==> src/rtl/opm_seq_pkg.sv <==
// Shared types and constants for the OPM write sequencer.
package opm_seq_pkg;

  // Default parameter values.
  localparam int DEF_DEPTH        = 16;
  localparam int DEF_WR_PULSE     = 4;
  localparam int DEF_GAP          = 2;
  localparam int DEF_SETTLE       = 16;
  localparam int DEF_BUSY_TIMEOUT = 1024;

  // Bit positions inside the host status byte.
  localparam int STAT_BUSY    = 7;
  localparam int STAT_FULL    = 6;
  localparam int STAT_OVF     = 5;
  localparam int STAT_TIMEOUT = 4;

  // Busy flag position inside the OPM status byte.
  localparam int OPM_BUSY_BIT = 7;

  // Sequencer states. ST_ prefix keeps GAP/SETTLE free for the timing parameters.
  typedef enum logic [2:0] {
    ST_IDLE,
    ST_ADDR,
    ST_GAP,
    ST_DATA,
    ST_SETTLE,
    ST_POLL
  } state_t;

  // One queued OPM register write.
  typedef struct packed {
    logic [7:0] addr;
    logic [7:0] data;
  } entry_t;

  function automatic int max_int(input int a, input int b);
    return (a > b) ? a : b;
  endfunction

endpackage

==> src/rtl/sync_fifo.sv <==
// Single-clock show-ahead FIFO with occupancy count. Pushes while full and
// pops while empty are ignored; fullness is judged before a same-cycle pop.
module sync_fifo #(
  parameter int WIDTH = 16,
  parameter int DEPTH = 16,
  localparam int AW = (DEPTH > 1) ? $clog2(DEPTH) : 1,
  localparam int CW = $clog2(DEPTH + 1)
) (
  input  logic             clk,
  input  logic             resetn,
  input  logic             push,
  input  logic             pop,
  input  logic [WIDTH-1:0] din,
  output logic [WIDTH-1:0] dout,
  output logic             full,
  output logic             empty,
  output logic [CW-1:0]    count
);

  logic [WIDTH-1:0] mem [DEPTH];
  logic [AW-1:0]    wr_ptr;
  logic [AW-1:0]    rd_ptr;
  logic             do_push;
  logic             do_pop;

  assign full    = (count == CW'(DEPTH));
  assign empty   = (count == '0);
  assign do_push = push && !full;
  assign do_pop  = pop && !empty;
  assign dout    = mem[rd_ptr];

  // Storage array write.
  // NOTE: the data array is deliberately left out of reset; only the pointers
  // and count define validity, and unreset storage maps onto plain RAM/flops.
  always_ff @(posedge clk) begin
    if (do_push) mem[wr_ptr] <= din;
  end

  // Pointer and occupancy bookkeeping; pointers wrap naturally at DEPTH.
  // NOTE: sequential state always uses non-blocking assignment so every flop
  // samples pre-edge values regardless of block evaluation order.
  always_ff @(posedge clk) begin
    if (!resetn) begin
      wr_ptr <= '0;
      rd_ptr <= '0;
      count  <= '0;
    end else begin
      if (do_push) wr_ptr <= wr_ptr + 1'b1;
      if (do_pop)  rd_ptr <= rd_ptr + 1'b1;
      case ({do_push, do_pop})
        2'b10:   count <= count + 1'b1;
        2'b01:   count <= count - 1'b1;
        default: count <= count;
      endcase
    end
  end

endmodule

==> src/rtl/opm_write_sequencer.sv <==
// Queues host {address, data} writes and replays each one onto the OPM bus as
// an address write, a gap, a data write, a settle period and a busy poll.
module opm_write_sequencer
  import opm_seq_pkg::*;
#(
  parameter int DEPTH        = DEF_DEPTH,
  parameter int WR_PULSE     = DEF_WR_PULSE,
  parameter int GAP          = DEF_GAP,
  parameter int SETTLE       = DEF_SETTLE,
  parameter int BUSY_TIMEOUT = DEF_BUSY_TIMEOUT
) (
  input  logic       clk,
  input  logic       resetn,
  input  logic       host_we,
  input  logic       host_re,
  input  logic       host_a0,
  input  logic [7:0] host_din,
  output logic [7:0] host_dout,
  output logic       opm_cs_n,
  output logic       opm_wr_n,
  output logic       opm_rd_n,
  output logic       opm_a0,
  output logic [7:0] opm_d,
  input  logic [7:0] opm_status
);

  localparam int CW   = $clog2(DEPTH + 1);
  localparam int TMAX = max_int(max_int(WR_PULSE, GAP), max_int(SETTLE, BUSY_TIMEOUT));
  localparam int TW   = $clog2(max_int(TMAX, 2));

  state_t        state_q, state_d;
  logic [TW-1:0] cnt_q, cnt_d;
  entry_t        entry_q, entry_d;
  entry_t        fifo_head;
  logic [7:0]    hold_q;
  logic          ovf_q;
  logic          timeout_q;
  logic          push_req;
  logic          fifo_pop;
  logic          fifo_full;
  logic          fifo_empty;
  logic [CW-1:0] fifo_count;
  logic          timeout_set;
  logic          busy;
  logic          cs_n_d, wr_n_d, rd_n_d, a0_d;
  logic [7:0]    d_d;
  logic          unused_status;

  assign push_req      = host_we && host_a0;
  assign busy          = opm_status[OPM_BUSY_BIT];
  assign unused_status = ^opm_status[OPM_BUSY_BIT-1:0];

  sync_fifo #(
    .WIDTH ($bits(entry_t)),
    .DEPTH (DEPTH)
  ) u_fifo (
    .clk    (clk),
    .resetn (resetn),
    .push   (push_req),
    .pop    (fifo_pop),
    .din    ({hold_q, host_din}),
    .dout   (fifo_head),
    .full   (fifo_full),
    .empty  (fifo_empty),
    .count  (fifo_count)
  );

  // Host status byte, assembled combinationally from live state.
  always_comb begin
    host_dout               = '0;
    host_dout[STAT_BUSY]    = !fifo_empty || (state_q != ST_IDLE);
    host_dout[STAT_FULL]    = fifo_full;
    host_dout[STAT_OVF]     = ovf_q;
    host_dout[STAT_TIMEOUT] = timeout_q;
    host_dout[3:0]          = 4'(fifo_count);
  end

  // Next-state, phase timer and next bus values. Bus outputs are a function of
  // the next state so the registered strobes line up with the state register.
  // NOTE: every variable gets a default before the case so no path leaves one
  // unassigned, which would otherwise infer a latch.
  always_comb begin
    state_d     = state_q;
    cnt_d       = cnt_q;
    fifo_pop    = 1'b0;
    timeout_set = 1'b0;

    case (state_q)
      ST_IDLE: begin
        if (!fifo_empty) begin
          fifo_pop = 1'b1;
          state_d  = ST_ADDR;
          cnt_d    = '0;
        end
      end
      ST_ADDR: begin
        if (cnt_q == TW'(WR_PULSE - 1)) begin
          state_d = ST_GAP;
          cnt_d   = '0;
        end else begin
          cnt_d = cnt_q + 1'b1;
        end
      end
      ST_GAP: begin
        if (cnt_q == TW'(GAP - 1)) begin
          state_d = ST_DATA;
          cnt_d   = '0;
        end else begin
          cnt_d = cnt_q + 1'b1;
        end
      end
      ST_DATA: begin
        if (cnt_q == TW'(WR_PULSE - 1)) begin
          state_d = ST_SETTLE;
          cnt_d   = '0;
        end else begin
          cnt_d = cnt_q + 1'b1;
        end
      end
      ST_SETTLE: begin
        if (cnt_q == TW'(SETTLE - 1)) begin
          state_d = ST_POLL;
          cnt_d   = '0;
        end else begin
          cnt_d = cnt_q + 1'b1;
        end
      end
      ST_POLL: begin
        // Leaving POLL dispatches the next queued entry directly so that
        // back-to-back writes lose no cycle in IDLE.
        if (!busy || (cnt_q == TW'(BUSY_TIMEOUT - 1))) begin
          timeout_set = busy;
          cnt_d       = '0;
          if (!fifo_empty) begin
            fifo_pop = 1'b1;
            state_d  = ST_ADDR;
          end else begin
            state_d = ST_IDLE;
          end
        end else begin
          cnt_d = cnt_q + 1'b1;
        end
      end
      default: begin
        state_d = ST_IDLE;
        cnt_d   = '0;
      end
    endcase

    entry_d = fifo_pop ? fifo_head : entry_q;

    cs_n_d = 1'b1;
    wr_n_d = 1'b1;
    rd_n_d = 1'b1;
    a0_d   = opm_a0;
    d_d    = opm_d;
    case (state_d)
      ST_ADDR: begin
        cs_n_d = 1'b0;
        wr_n_d = 1'b0;
        a0_d   = 1'b0;
        d_d    = entry_d.addr;
      end
      ST_DATA: begin
        cs_n_d = 1'b0;
        wr_n_d = 1'b0;
        a0_d   = 1'b1;
        d_d    = entry_d.data;
      end
      ST_POLL: begin
        cs_n_d = 1'b0;
        rd_n_d = 1'b0;
        a0_d   = 1'b1;
      end
      default: ;
    endcase
  end

  // FSM state, phase timer, working entry and registered OPM bus.
  always_ff @(posedge clk) begin
    if (!resetn) begin
      state_q  <= ST_IDLE;
      cnt_q    <= '0;
      entry_q  <= '0;
      opm_cs_n <= 1'b1;
      opm_wr_n <= 1'b1;
      opm_rd_n <= 1'b1;
      opm_a0   <= 1'b0;
      opm_d    <= 8'h00;
    end else begin
      state_q  <= state_d;
      cnt_q    <= cnt_d;
      entry_q  <= entry_d;
      opm_cs_n <= cs_n_d;
      opm_wr_n <= wr_n_d;
      opm_rd_n <= rd_n_d;
      opm_a0   <= a0_d;
      opm_d    <= d_d;
    end
  end

  // Address holding register and sticky flags; a set beats a same-cycle clear.
  always_ff @(posedge clk) begin
    if (!resetn) begin
      hold_q    <= 8'h00;
      ovf_q     <= 1'b0;
      timeout_q <= 1'b0;
    end else begin
      if (host_we && !host_a0) hold_q <= host_din;
      if (push_req && fifo_full) ovf_q <= 1'b1;
      else if (host_re)          ovf_q <= 1'b0;
      if (timeout_set)           timeout_q <= 1'b1;
      else if (host_re)          timeout_q <= 1'b0;
    end
  end

endmodule

==> config.mk <==
export PLATFORM = sky130hd
export DESIGN_NAME = opm_write_sequencer
export DESIGN_NICKNAME = d
export VERILOG_FILES = /design/src/rtl/opm_seq_pkg.sv /design/src/rtl/sync_fifo.sv /design/src/rtl/opm_write_sequencer.sv
export SDC_FILE = /design/constraint.sdc
export NUM_CORES = 1
export LEC_CHECK = 0
export CAP_MARGIN = 20
export CORE_MARGIN = 1.5
export CORE_UTILIZATION = 45
export CTS_BUF_LIST = sky130_fd_sc_hd__clkbuf_4
export CTS_CLUSTER_DIAMETER = 30
export CTS_CLUSTER_SIZE = 25
export DETAILED_ROUTE_END_ITERATION = 10
export GPL_TIMING_DRIVEN = 1
export HOLD_SLACK_MARGIN = 0.15
export PLACE_DENSITY = 0.68
export RECOVER_POWER = 25
export SYNTH_ARGS = -nofsm -noshare
export SYNTH_HDL_FRONTEND = slang
export SYNTH_SLANG_ARGS = --single-unit
export TNS_END_PERCENT = 30
==> constraint.sdc <==
create_clock -name clk -period 7.17 [get_ports clk]
set_input_delay 0.717 -clock clk [delete_from_list [all_inputs] [get_ports clk]]
set_output_delay 0.717 -clock clk [all_outputs]
set_load 0.01 [all_outputs]
Word level (Yosys, flattened, before mapping)
Memory sizes are Yosys's and may differ from the RTL's. A register that Yosys moved wholly into a read port is not among the register bits.
Index checks and enable logic that the tools add are counted.
Storage, ports and cells
  register bits after elaboration: 64
  RAM bits: 256
  input bits: 21
  output and inout port bits: 20
  word-level logic and storage cells: 93
  memories kept: 1
Cells by class
  add/subtract/negate cells: 5
  equal/unequal tests: 16
  mux-type cells: 33
  reductions and logical operators: 23
Memories
  u_fifo.mem: words 16, width 16, read ports 1, clocked after memory_dff 1, write ports 1, line sync_fifo.sv:20  | logic [WIDTH-1:0] mem [DEPTH];
Operator list (count)
  $mux W10: 5
  $pmux W10 S5: 1
  $mux W3: 6
  $pmux W3 S6: 1
  $mux W16: 1
  $pmux W8 S2: 1
  $mux W1: 13
  $add A10 B1 Y10 const B: 1
  $eq A10 B1 Y1 const B: 1
  $eq A10 B10 Y1 const B: 1
  $eq A10 B2 Y1 const B: 1
  $eq A10 B4 Y1 const B: 1
  $pmux W5 S2: 1
  $reduce_bool A2 Y1: 5
  $eq A3 B2 Y1 const B: 3
  $eq A3 B3 Y1 const B: 3
  $add A4 B1 Y4 const B: 2
  $mux W4: 2
  $eq A3 B1 Y1 const B: 2
  $reduce_or A2 Y1: 3
  $add A5 B1 Y5 const B: 1
  $eq A5 B5 Y1 const B: 1
  $logic_and A1 B1 Y1: 5
  $logic_not A5 Y1: 1
  other kinds (10): 15

Depth between registers and ports, before layout
Gate-level depths: netlist of run 1.
  depth after elaboration: 7
  depth in mapped cells: 16
  gate-level depth less buffers: 13

Modules after synthesis
From an unflattened synthesis of run 1, not the netlist that was laid out.
Unflattened totals
  cells, all modules: 754
  area, all modules: 13198.9 um^2
By module, submodules not included
  sync_fifo: instances 1, cells an instance 484, area each 10804.1 um^2, seq. area each 8027.7 um^2
  opm_write_sequencer: instances 1, cells an instance 270, area each 2394.8 um^2, seq. area each 1021.0 um^2

Worst setup path after synthesis of run 1
No wires, ideal clock.
  kind: register to register
  start point: reg cnt_q[0]
  end point: reg u_fifo.count[3]
  library setup time: 70 ps
  arrival: 3286 ps
  data required time: 7100 ps
  setup slack: 3813 ps
  stages on the path, launching flop included: 15
  buffers on the path: 3
  clock period less this slack: 3357 ps
  path through: dfxtp_1 -> ha_1 -> nand4_1 -> nor4_1 -> o21ai_0 -> inv_1 -> buf_2 -> buf_2 -> ha_1 -> clkbuf_1 -> or3b_2 -> a21boi_0 -> nor3_1 -> or3b_2 -> a21oi_1
On the way
  longest elaborated chain between the ends: 7
  elaborated cells between the ends (all ways): 9
  those cells by class: 3 x eq/ne; 3 x mux; 3 x reduce/logical
RTL lines
  from (decl): line opm_write_sequencer.sv:32  | logic [TW-1:0] cnt_q, cnt_d;
  from (signal assigned): line opm_write_sequencer.sv:192  | cnt_q <= cnt_d;
  $eq A10 B10 Y1 *: line opm_write_sequencer.sv:131  | if (!busy || (cnt_q == TW'(BUSY_TIMEOUT - 1))) begin
  $logic_or A1 B1 Y1 *: line opm_write_sequencer.sv:131
  $mux W1 *: line opm_write_sequencer.sv:131
  $pmux W1 S2 *: line opm_write_sequencer.sv:88  | case (state_q)
  $logic_and A1 B1 Y1 *: line sync_fifo.sv:29  | assign do_pop = pop && !empty;
  $eq A2 B1 Y1 or $eq A2 B2 Y1 (tied branches): line sync_fifo.sv:50  | case ({do_push, do_pop})
  $pmux W5 S2 or $reduce_bool A2 Y1 (tied branches)
  to (signal assigned): line sync_fifo.sv:51  | 2'b10: count <= count + 1'b1;
  to (signal assigned): line sync_fifo.sv:52  | 2'b01: count <= count - 1'b1;
  to (signal assigned): line sync_fifo.sv:53  | default: count <= count;
  to (decl): line sync_fifo.sv:17  | output logic [CW-1:0] count
Every way passes the cells marked *; elsewhere a longest branch is shown, timed or not.
A chain may end at the register's enable or synchronous reset.

Worst setup path after layout of run 1
  start point: reg u_fifo.count[1]
  end point: out host_dout[7]
On the way
  longest elaborated chain between the ends: 3
RTL lines
  $logic_not A5 Y1: line sync_fifo.sv:27  | assign empty = (count == '0);
  $logic_not A1 Y1: line opm_write_sequencer.sv:71  | host_dout[STAT_BUSY] = !fifo_empty || (state_q != ST_IDLE);
  $logic_or A1 B1 Y1: line opm_write_sequencer.sv:71
  to (decl): line opm_write_sequencer.sv:18  | output logic [7:0] host_dout,
Every way passes these cells.

==> results of run 1 <==
## cell usage after synthesis, drive strengths merged, types with 4 or more instances
cell / number / area (µm²)
nor4: 8 / 65.06
o221ai: 9 / 78.83
clkbuf: 20 / 75.07
inv: 32 / 120.1
o21ai: 6 / 30.03
o22ai: 9 / 56.30
xnor2: 7 / 61.31
buf: 28 / 163.9
mux2i: 19 / 190.2
nand3b: 4 / 30.03
o32ai: 10 / 95.10
mux4: 72 / 1622
edfxtp: 256 / 7687
nand3: 5 / 25.02
ha: 11 / 137.6
xor2: 7 / 61.31
nor2: 55 / 206.5
dfxtp: 68 / 1361
nand4: 6 / 37.54
or3: 4 / 30.03
nor3: 8 / 51.30
a211oi: 18 / 140.1
nand2: 37 / 138.9
a21oi: 38 / 190.2
nand2b: 4 / 25.02
## cell type report
class | count | area, µm²
well taps | 384 | 480.5
clock buffers | 56 | 420.4
flip-flops and latches | 324 | 9054
diodes | 1 | 2.502
clock inverters | 44 | 495.5
inverters | 33 | 123.9
multi-input cells | 377 | 3685
repair buffers | 57 | 563.0
fillers | 2344 | 13800
## worst paths after layout
path / cells past startpoint / end / slack, ps / start
worst max-delay path: 4 / host_dout[7] / 3590 / u_fifo.count[1]
worst min-delay path: 2 / entry_q[2] / 460 / entry_q[2]
worst max register to register: 12 / u_fifo.count[3] / 3630 / cnt_q[0]
worst min register to register: 2 / entry_q[2] / 460 / entry_q[2]
## flip-flops by register name, indices dropped and copies added, names as in the netlist, named ones only
| signal | count |
|---|---|
| opm_cs_n | 1 |
| ovf_q | 1 |
| u_fifo.wr_ptr | 4 |
| state_q | 3 |
| timeout_q | 1 |
| opm_a0 | 1 |
| hold_q | 8 |
| opm_wr_n | 1 |
| u_fifo.rd_ptr | 4 |
| opm_d | 8 |
| cnt_q | 10 |
| entry_q | 16 |
| u_fifo.mem | 256 |
| u_fifo.count | 5 |
| opm_rd_n | 1 |
## kinds of logic (layout without fill, tap and decap cells)
group,Yosys count,in the layout
DFF,324,324
other,0,1
buffers and inverters,81,190
adders and majority gates,11,11
muxes,92,92
and+or+nand+nor,150,150
AOI/OAI and AO/OA,110,110
xor gates and xnor gates,14,14
## placed cells by master, fill, tap and decap left out, types with 10 or more instances in the layout
cell type / Yosys / routed
inv_1: 32 / 32
mux2i_1: 19 / 19
nor2_2: 0 / 12
a211oi_1: 17 / 17
a21oi_1: 38 / 38
clkdlybuf4s50_1: 0 / 29
buf_4: 9 / 19
nand2_1: 37 / 37
edfxtp_1: 256 / 256
mux4_2: 72 / 72
dfxtp_1: 68 / 66
clkbuf_4: 0 / 56
clkinvlp_4: 0 / 10
ha_1: 11 / 11
nor2_1: 55 / 43
## routing by layer
metal,routed length [µm],part of all wire,global-route usage
met5,0,0,0
met4,588,0.022,0.05580
met3,1701,0.063,0.03048
met2,13330,0.49,0.3057
met1,11540,0.42,0.2502
## power by group
part,switching (mW),internal (mW)
clock,0.779,0.699
combinational,0.640,0.601
sequential,0.121,2.14
total,1.54,3.44
## critical path: stages, from the launching register on
cell             delay [ps]
dfxtp_1                 420
nor4_4                  450
nor4b_4                 590
inv_1                   200
clkdlybuf4s50_1         520
==> reports/results.txt, run 1 <==
ys flop type: edfxtp_1
mapped cell area: 13,050 µm²
total grt overflow: 0
Chip Height: 173.3 µm
RSZ-0062 raised after global routing: no
Hold Vio Cnt, Final: 0
DR vias: 7,113
Final Util: 0.5179
main combinational cell family by area after synthesis: multiplexers
final hold slack: 464.9 ps
Setup-failing EPs final: 0
vias in the first global route: 7,099
setup ws final: 3590 ps
Yosys cell types: 61
clk_skew: 51.52 ps
Power per Cell Area: 335.8 nW/µm²
Post-Route WL: 27.16 mm
overall power: 4.977 mW
All-Layer GR Usage: 0.1838
Worst Setup End Kind: output port
Initial DRT Pass Iterations: 6
Clock Sinks: 324
post-place instance area: 13,890 µm²
hold crit path type: flip-flop to flip-flop
Detail Placement HPWL: 15.84 mm
CP Max Fanout: 9
Slew @ Worst Pin: 1231 ps
Cells after Synth: 782
Max-Cap Viols: 0
initial antenna violation count: 1
register area share after synthesis: 0.6936
number of synthesized flops with an enable pin: 256
worst slack, placed: 3468 ps
Cell Count, Final, Fillers Out: 1,276
post-synthesis adder-cell area fraction: 0.01055
#FFs+latches synth: 324
fin crit share: 0.4993
Die ar.: 30,020 µm²
CTS resizes: 0
post-DR vias/cell: 5.574
CTS tree: done
cts bufs inserted: 54
ANT nets after route: 0
num ports: 41
# nets final: 879
Avg Inst Size Synth: 16.68 µm²
Worst Setup Path Type: flip-flop to output port
setup bufs post-CTS: 0
dpl cells: 1,174
Compound-Gate Fraction of Synth Area: 0.05984
Starting Density: 0.4558
core area: 28,630 µm²
global-route wire length before repair: 41.53 mm
Final Cell Area: 14,820 µm²
# DRC: 0
insertion delay to the later sink of the worst-skew pair: 710 ps
Root Buffer: clkbuf_4
post-route minimum period: 3580 ps
Synth Area in XOR/XNOR: 0.009399
H-tree level count: 2
yosys warns: 0
hold buffers post-CTS: 0
Peak Freq: 0.2794 GHz
post-route setup TNS: 0 ps
Post-synth ARST share: 0
Synth Net Count: 814
Pleak: 4.701 nW
Cell Rows: 62
wire per inst: 21.28 µm
CP required: 6450 ps
fraction of layout cells with a size suffix above 1: 0.2536
simple-gate portion of the synthesized area: 0.05908
port buffer count: 33
Chip Width: 173.3 µm
DRT iter0 DRCs: 608
worst vdd ir: 0.1685 mV
largest net degree at the start of global routing: 65
fin. max-slew vios: 0
crit path launch type: flip-flop
mux cell area share after synthesis: 0.1397
Max-slew headroom: 0.1792
outcome: completed
placer congestion estimate: 0.9052
Layout Area Growth over Synthesis: 13.63%
Worst-path clk slew: 100 ps
Data arrival, critical path: 2860 ps
CTS max path bufs: 3
(Power assumes the default switching activity.)
==> inputs of run 2 (changes only) <==
PLACE_DENSITY = 0.71   (was 0.68)
clock period = 3.25 ns   (was 7.17 ns; I/O delays follow)
==> run 2 against run 1 <==
- clock skew is 31 ps higher
- worst hold slack worse by 160 ps
- design area is 2.2% higher
- utilization is 1.1 points higher
- clock power is 140% higher
- routed wire length is 0.95% higher
- global-route usage is 0.25 points higher
- first-iteration DRC count is 19% higher
- total power is 130% higher
- non-clock buffer count is 23 higher
- register-to-register slack worse by 3400 ps
==> reports/results.txt, run 2 (synthesized netlist as in run 1, its figures left out) <==
hold buffers post-CTS: 0
Hold Path End: opm_cs_n
Hold Vio Cnt, Final: 0
insertion delay to the later sink of the worst-skew pair: 770 ps
clk_skew: 82.22 ps
wire per inst: 20.93 µm
FF-to-FF path depth: 10
Detail Placement HPWL: 16.54 mm
placer congestion estimate: 0.8603
Data arrival, critical path: 3650 ps
most common cell after layout, fill and taps aside: edfxtp_1
Chip Width: 173.3 µm
top flop regs: u_fifo.mem: 256 flops, entry_q: 16 flops, cnt_q: 10 flops
post-place instance area: 14,110 µm²
global-route wire length before repair: 42.14 mm
Power per Cell Area: 751.5 nW/µm²
Worst Setup End Kind: flip-flop
crit path launch type: flip-flop
Setup-failing EPs final: 0
Biggest register: u_fifo.mem
Root Buffer: clkbuf_4
Worst Setup Path Type: flip-flop to flip-flop
slowest CP cell: dfxtp_1
post-DR vias/cell: 5.587
port buffer count: 33
DRT iter0 DRCs: 724
hold path start: resetn
CTS tree: done
# nets final: 907
footprint of the multi-input gates: 3691 µm²
FF-to-FF Start: cnt_q[4]
dpl cells: 1,197
worst vdd ir: 0.4637 mV
cell mode on critical path: or3b_2
fin crit share: 0.9284
Peak Freq: 0.3314 GHz
RSZ-0062 raised after global routing: no
Layout Area Growth over Synthesis: 16.13%
post-route minimum period: 3017 ps
Final Util: 0.5293
post-route setup TNS: 0 ps
num ports: 41
outcome: completed
All-Layer GR Usage: 0.1864
largest net degree at the start of global routing: 65
DR vias: 7,319
Final Cell Area: 15,150 µm²
H-tree level count: 2
CP required: 3880 ps
Slew @ Worst Pin: 794.2 ps
Pleak: 4.892 nW
hold crit path type: primary input to flip-flop
CP Max Fanout: 7
r2r endpoint: u_fifo.count[3]
Cell Rows: 62
cts bufs inserted: 59
ANT nets after route: 0
core area: 28,630 µm²
total grt overflow: 0
Register Area: 9054 µm²
max reg flops: 256
crit-path cells: nand4_1 > nor4_2 > o21ai_0 > inv_1 > ha_1 > or3b_2 > a21boi_1 > nor3_1 > or3b_2 > a21oi_1
hold path depth: 3
fraction of layout cells with a size suffix above 1: 0.2811
reg2reg setup slack: 230 ps
vias in the first global route: 7,199
Starting Density: 0.4558
# fillers: 2,273
fin. max-slew vios: 0
Max-Cap Viols: 0
Cell Count, Final, Fillers Out: 1,310
Initial DRT Pass Iterations: 5
Worst-path clk slew: 80 ps
CTS max path bufs: 3
initial antenna violation count: 1
most frequent cells in the layout: edfxtp_1, mux4_2, dfxtp_1
# DRC: 0
Post-Route WL: 27.42 mm
Die ar.: 30,020 µm²
Max-slew headroom: 0.4706
final hold slack: 300.7 ps
Chip Height: 173.3 µm
Clock Sinks: 324
crit-path max cell delay: 450 ps
==> run 2: cell count changes in the layout (fill, tap and decap cells not counted), sizes merged, moves of 4 or more <==
| cell | before | now |
|---|---|---|
| clkinv | 15 | 22 |
| clkdlybuf4s50 | 29 | 25 |
| clkbuf | 56 | 65 |
| dlygate4sd3 | 4 | 8 |
| inv | 45 | 40 |
| buf | 24 | 47 |
==> run 2: power by group <==
part	switching, mW	internal, mW
logic	1.48	1.43
registers	0.253	4.72
clock network	1.70	1.80
==> run 2: critical path: cells and delay by family, from the launching register on <==
kind / cells / cell delay (ps)
adder cells (fa/ha/maj): 1 / 210
buffers and inverters: 1 / 110
AO/OA/AOI/OAI: 3 / 510
AND/OR/NAND/NOR: 5 / 1670
flip-flops: 1 / 450
==> run 2: worst max-delay path by stage <==
stage | startpoint | end | slack, ps | depth (start not counted)
after floorplan | cnt_q[0] | u_fifo.count[3] | 40 | 14
after global placement | opm_status[7] | u_fifo.count[3] | 260 | 11
after global routing | cnt_q[1] | u_fifo.count[3] | 30 | 11
after detailed placement | cnt_q[1] | u_fifo.count[3] | 200 | 11
after CTS | u_fifo.count[1] | host_dout[7] | 60 | 4
final | cnt_q[4] | u_fifo.count[3] | 230 | 10
==> run 2: repair_timing <==
item	4_1_cts	5_1_grt
endpoints found under the setup margin	0	2
gates resized for setup	0	2
buffers inserted	0	1
==> run 2: stage by stage <==
stage	worst slack [ps]	power (mW)
finish	232.7	11.39
global route	34.72	11.97
CTS	57.56	11.46
detailed placement	201.4	7.960
global placement	263.0	7.919
floorplan	42.84	7.119
==> run 2: per-layer routing <==
| metal | global-route usage | part of all wire | vias to the layer above |
|---|---|---|---|
| met5 | 0 | 0 | - |
| met1 | 0.2623 | 0.42 | 3636 |
| li1 | - | - | 3312 |
| met4 | 0.06014 | 0.020 | 0 |
| met2 | 0.2985 | 0.48 | 321 |
| met3 | 0.03114 | 0.082 | 50 |
==> run 2: cell type report <==
| cell class | instances | share of cell area |
|---|---|---|
| timing repair buffer | 80 | 0.05112 |
| antenna | 1 | 0.0001652 |
| clock inverter | 46 | 0.03543 |
| multi-input combinational | 377 | 0.2436 |
| clock buffer | 65 | 0.03221 |
| sequential | 324 | 0.5976 |
| inverter | 33 | 0.008176 |
| tap | 384 | 0.03171 |
==> edit 1: new RTL, flow settings as in run 1 <==
Re-encode `state_t` (6 states) as one-hot, 6 bits wide.
--- a/src/rtl/opm_seq_pkg.sv
+++ b/src/rtl/opm_seq_pkg.sv
@@ -19,11 +19,11 @@
 
   // Sequencer states. ST_ prefix keeps GAP/SETTLE free for the timing parameters.
-  typedef enum logic [2:0] {
-    ST_IDLE,
-    ST_ADDR,
-    ST_GAP,
-    ST_DATA,
-    ST_SETTLE,
-    ST_POLL
+  typedef enum logic [5:0] {
+    ST_IDLE   = 6'b000001,
+    ST_ADDR   = 6'b000010,
+    ST_GAP    = 6'b000100,
+    ST_DATA   = 6'b001000,
+    ST_SETTLE = 6'b010000,
+    ST_POLL   = 6'b100000
   } state_t;
 
Check against the original RTL: same outputs for any inputs over 10 cycles, from zero or initial values and one cycle with resetn low; not proved beyond that.
==> edit 1 against run 1 <==
  * Critical path depth increased by 9
  * Total power shrank 1.7%
  * Routed wire length rose by 0.35%
  * Synthesized cell count is 0.51% lower
  * Count of clock-buffer cells in the layout increased by 8
  * Combinational power fell by 19%
  * Worst setup slack worse by 0.59 ns
  * Synthesized area increased by 0.19%
  * Cell area about the same
  * Sequential cell count increased by 3
==> edit 1: results (changes against run 1) <==
outcome complete, no violations (unchanged); WL final 27.3 mm (was 27.2 mm); # nets final 873 (was 879); Crit Path Max Fanout 24 (was 9); worst slew pin tran 1.11 ns (was 1.23 ns); Detailed Routing Iterations Pass 1 5 (was 6); met1 usage 0.246 (was 0.250); Placer Congestion 0.820 (was 0.905); Clock Skew 0.0600 ns (was 0.0515 ns); synth top area cells edfxtp_1, mux4_2, dfxtp_1, nor2_1, mux2i_1 (was edfxtp_1, mux4_2, dfxtp_1, nor2_1, a21oi_1); syn nets 810 (was 814); most frequent cells after synthesis edfxtp_1, mux4_2, dfxtp_1 (unchanged); crit path to u_fifo.count[4] (was host_dout[7]); hpwl dp 15.6 mm (was 15.8 mm); initial DRC count 684 (was 608); P_leak 4.94 nW (was 4.70 nW); Worst EP arrival 4.80 ns (was 2.86 ns); delay-heaviest family, CP compound AO/OA/AOI/OAI gates (was simple AND/OR/NAND/NOR gates); layout cells sized above 1 0.239 (was 0.254); Placed Area 13700 sq um (was 13900 sq um); sequential fraction of the synthesis area 0.697 (was 0.694); first-pass GRT wire length 41.7 mm (was 41.5 mm); Reg2Reg Depth 13 (was 12); met2 Usage GRT 0.312 (was 0.306); vias in the first global route 7091 (was 7099); Peak supply drop 0.178 mV (was 0.169 mV); Total Routing Usage GR 0.185 (was 0.184)
-- edit 1: cell count changes after synthesis, moves of 5 or more --
cell	change
and3_1	+10
o32ai_1	-8
a211oi_1	-15
and2_1	+15
o221ai_1	-9
a21oi_1	-7
inv_1	-22
nand2_1	+11
xor2_1	+5
o22ai_1	-8
a22oi_1	+17
-- edit 1: kinds of logic after synthesis --
| family | share of synthesized area |
|---|---|
| adders and majority gates | 0.0105 |
| AOI/OAI and AO/OA | 0.0504 |
| xor gates and xnor gates | 0.0127 |
| and+or+nand+nor | 0.0690 |
| muxes | 0.140 |
| DFF | 0.697 |
| buffers and inverters | 0.0210 |
-- edit 1: worst min-delay path by stage --
stage               cells after the start           to         from  slack [ns]
floorplan                               2  entry_q[15]  entry_q[15]        0.43
global placement                        2   entry_q[8]   entry_q[8]        0.44
detailed placement                      2   entry_q[8]   entry_q[8]        0.45
CTS                                     2   entry_q[8]   entry_q[8]        0.46
global route                            2  entry_q[13]  entry_q[13]        0.49
finish                                  2   entry_q[8]   entry_q[8]        0.46
-- edit 1: area by class of cell --
cell class	instances	area [sq um]	share of cell area
clock buffer	64	480	0.0324
tap	384	480	0.0324
timing repair buffer	47	458	0.0309
clock inverter	50	567	0.0382
inverter	12	45.0	0.00304
antenna	1	2.50	0.000169
sequential	327	9110	0.614
multi-input combinational	393	3690	0.249
-- edit 1: per-layer routing --
layer / part of all wire / wire length [um] / vias up
met1: 0.43 / 11600 / 3519
met2: 0.49 / 13400 / 225
met4: 0.023 / 633 / 0
met3: 0.060 / 1640 / 57
met5: 0 / 0 / -
li1: - / - / 3202
-- edit 1: power breakdown --
part | leakage (nW) | switching, mW | internal, mW
registers | 2.91 | 0.110 | 2.15
logic | 1.46 | 0.518 | 0.491
clock network | 0.563 | 0.826 | 0.799
total | 4.94 | 1.45 | 3.44
-- edit 1: through the flow --
step | hold slack [ns] | util | worst slack (ns) | power, mW | instances
6_report | 0.456 | 0.518 | 3.00 | 4.89 | 1278
5_1_grt | 0.485 | 0.518 | 2.64 | 5.12 | 1278
4_1_cts | 0.458 | 0.517 | 2.96 | 4.94 | 1274
3_5_place_dp | 0.447 | 0.480 | 2.85 | 3.32 | 1160
3_3_place_gp | 0.444 | 0.480 | 2.88 | 3.30 | 1160
2_1_floorplan | 0.434 | - | 3.66 | 3.05 | 778
-- edit 1: worst min-delay path, stage by stage (launching register included) --
cell	delay, ns
dfxtp_1	0.32
nand2_1	0.05
a21oi_1	0.05
==> edit 2: new RTL, settings of run 1 <==
Without the edit above. `DEF_DEPTH`: 16 -> 32.
--- a/src/rtl/opm_seq_pkg.sv
+++ b/src/rtl/opm_seq_pkg.sv
@@ -3,5 +3,5 @@
 
   // Default parameter values.
-  localparam int DEF_DEPTH        = 16;
+  localparam int DEF_DEPTH        = 32;
   localparam int DEF_WR_PULSE     = 4;
   localparam int DEF_GAP          = 2;
Behaviour: no difference found for any inputs over 4 cycles, from zero or initial values and one cycle with resetn low; that may be too few to reach the edited logic, so the function may still have changed.
==> edit 2 against run 1 <==
  * The run now ends with max-capacitance violations, max-slew violations left
  * Non-clock buffer count increased by 34
  * Synthesized cell count up 66%
  * Synthesized area rose by 78%
  * Total power grew 72%
  * Combinational power is 44% higher
  * Cell area grew 78%
  * Sequential cell count grew 260
  * Clock power increased by 88%
  * Worst setup slack got worse by 0.81 ns
  * Critical endpoint is now u_fifo.count[4]
  * Routed wire length is 95% higher
  * Sequential share of layout area rose by 2.8 points
==> edit 2: results (changes against run 1) <==
Crit Path Max Fanout 33 (was 9); delay-heaviest family, CP compound AO/OA/AOI/OAI gates (was simple AND/OR/NAND/NOR gates); pin count of the biggest net entering global routing 76 (was 65); vias in the first global route 12825 (was 7099); layout cells sized above 1 0.268 (was 0.254); # nets final 1458 (was 879); initial antenna violation count 3 (was 1); routed wl met2 26.0 mm (was 13.3 mm); worst slew pin tran 1.81 ns (was 1.23 ns); P_leak 8.47 nW (was 4.70 nW); most frequent cells after synthesis edfxtp_1, mux4_2, nor2_1 (was edfxtp_1, mux4_2, dfxtp_1); pre-CTS WS 2.86 ns (was 3.47 ns); Final WS setup 2.78 ns (was 3.59 ns); Detailed Routing Iterations Pass 1 5 (was 6); critical path's slowest cell a311o_2 (was nor4b_4); Placer Congestion 0.812 (was 0.905); hpwl dp 30.1 mm (was 15.8 mm); Worst-Skew Late Latency 0.88 ns (was 0.71 ns); failing checks max-capacitance violations, max-slew violations; met3 wire length 3.96 mm (was 1.70 mm); outcome complete, but fails checks (was complete, no violations); number of H-tree levels 3 (was 2); Max Cap Viol 4 (was 0); post-synthesis cell type count 76 (was 61); drt wl/cell 24.0 um (was 21.3 um); cts bufs inserted 111 (was 54); crit end category flip-flop (was output port); Post-synth EDFFs 512 (was 256); end of the worst register-to-register path u_fifo.count[4] (was u_fifo.count[3]); synth top area cells edfxtp_1, mux4_2, dfxtp_1, mux2i_1, nor2_1 (was edfxtp_1, mux4_2, dfxtp_1, nor2_1, a21oi_1); Peak supply drop 0.140 mV (was 0.169 mV); routed length on met1 21.9 mm (was 11.5 mm); vias per cell 5.74 (was 5.57); Total Routing Usage GR 0.203 (was 0.184); Max Slew Vio Count 136 (was 0); Worst EP arrival 5.20 ns (was 2.86 ns); Largest stage delay, worst path 0.57 ns (was 0.59 ns)
edit 2: where the power goes:
group          internal, mW  switching [mW]
Combinational         0.836           0.943
Sequential             3.79           0.187
Clock                  1.36            1.42
Total                  5.99            2.55
edit 2: how the worst min path moves through the flow:
stage,end,slack [ns],start,cells after the start
after detailed placement,entry_q[11],0.45,entry_q[11],2
after global routing,ovf_q,0.45,host_re,4
final,entry_q[11],0.46,entry_q[11],2
after CTS,ovf_q,0.41,host_re,4
after global placement,entry_q[10],0.44,entry_q[10],2
after floorplan,entry_q[10],0.43,entry_q[10],2
edit 2: metrics by stage:
stage,power [mW],instance area (sq um),hold slack [ns],utilization,std cells
6_report,8.54,26300,0.464,0.514,2208
5_1_grt,8.93,26300,0.452,0.514,2208
4_1_cts,8.62,26200,0.410,0.512,2195
3_5_place_dp,5.84,24400,0.455,0.477,1985
3_3_place_gp,5.81,24300,0.438,0.475,1980
2_1_floorplan,5.36,23200,0.433,-,1302
edit 2: cells by family after synthesis:
family | share of synthesized area
buffers and inverters | 0.0233
DFF | 0.724
AOI/OAI and AO/OA | 0.0495
xor gates and xnor gates | 0.00717
and+or+nand+nor | 0.0494
muxes | 0.141
adders and majority gates | 0.00539
edit 2: worst min-delay path: stages (launching register included):
cell and delay, ns:
dfxtp_1 0.32, nand2_1 0.05, a21oi_1 0.06
edit 2: area by class of cell:
type	count	area [sq um]
fillers	4096	24900
flip-flops and latches	584	16800
multi-input cells	618	5900
clock buffers	123	923
clock inverters	87	876
repair buffers	91	865
well taps	680	851
inverters	21	80.1
diodes	4	10.0
edit 2: per-layer routing:
metal,vias to the layer above,track usage
li1,5573,-
met1,6542,0.273
met2,463,0.333
met3,94,0.0437
met4,0,0.0643
met5,-,0
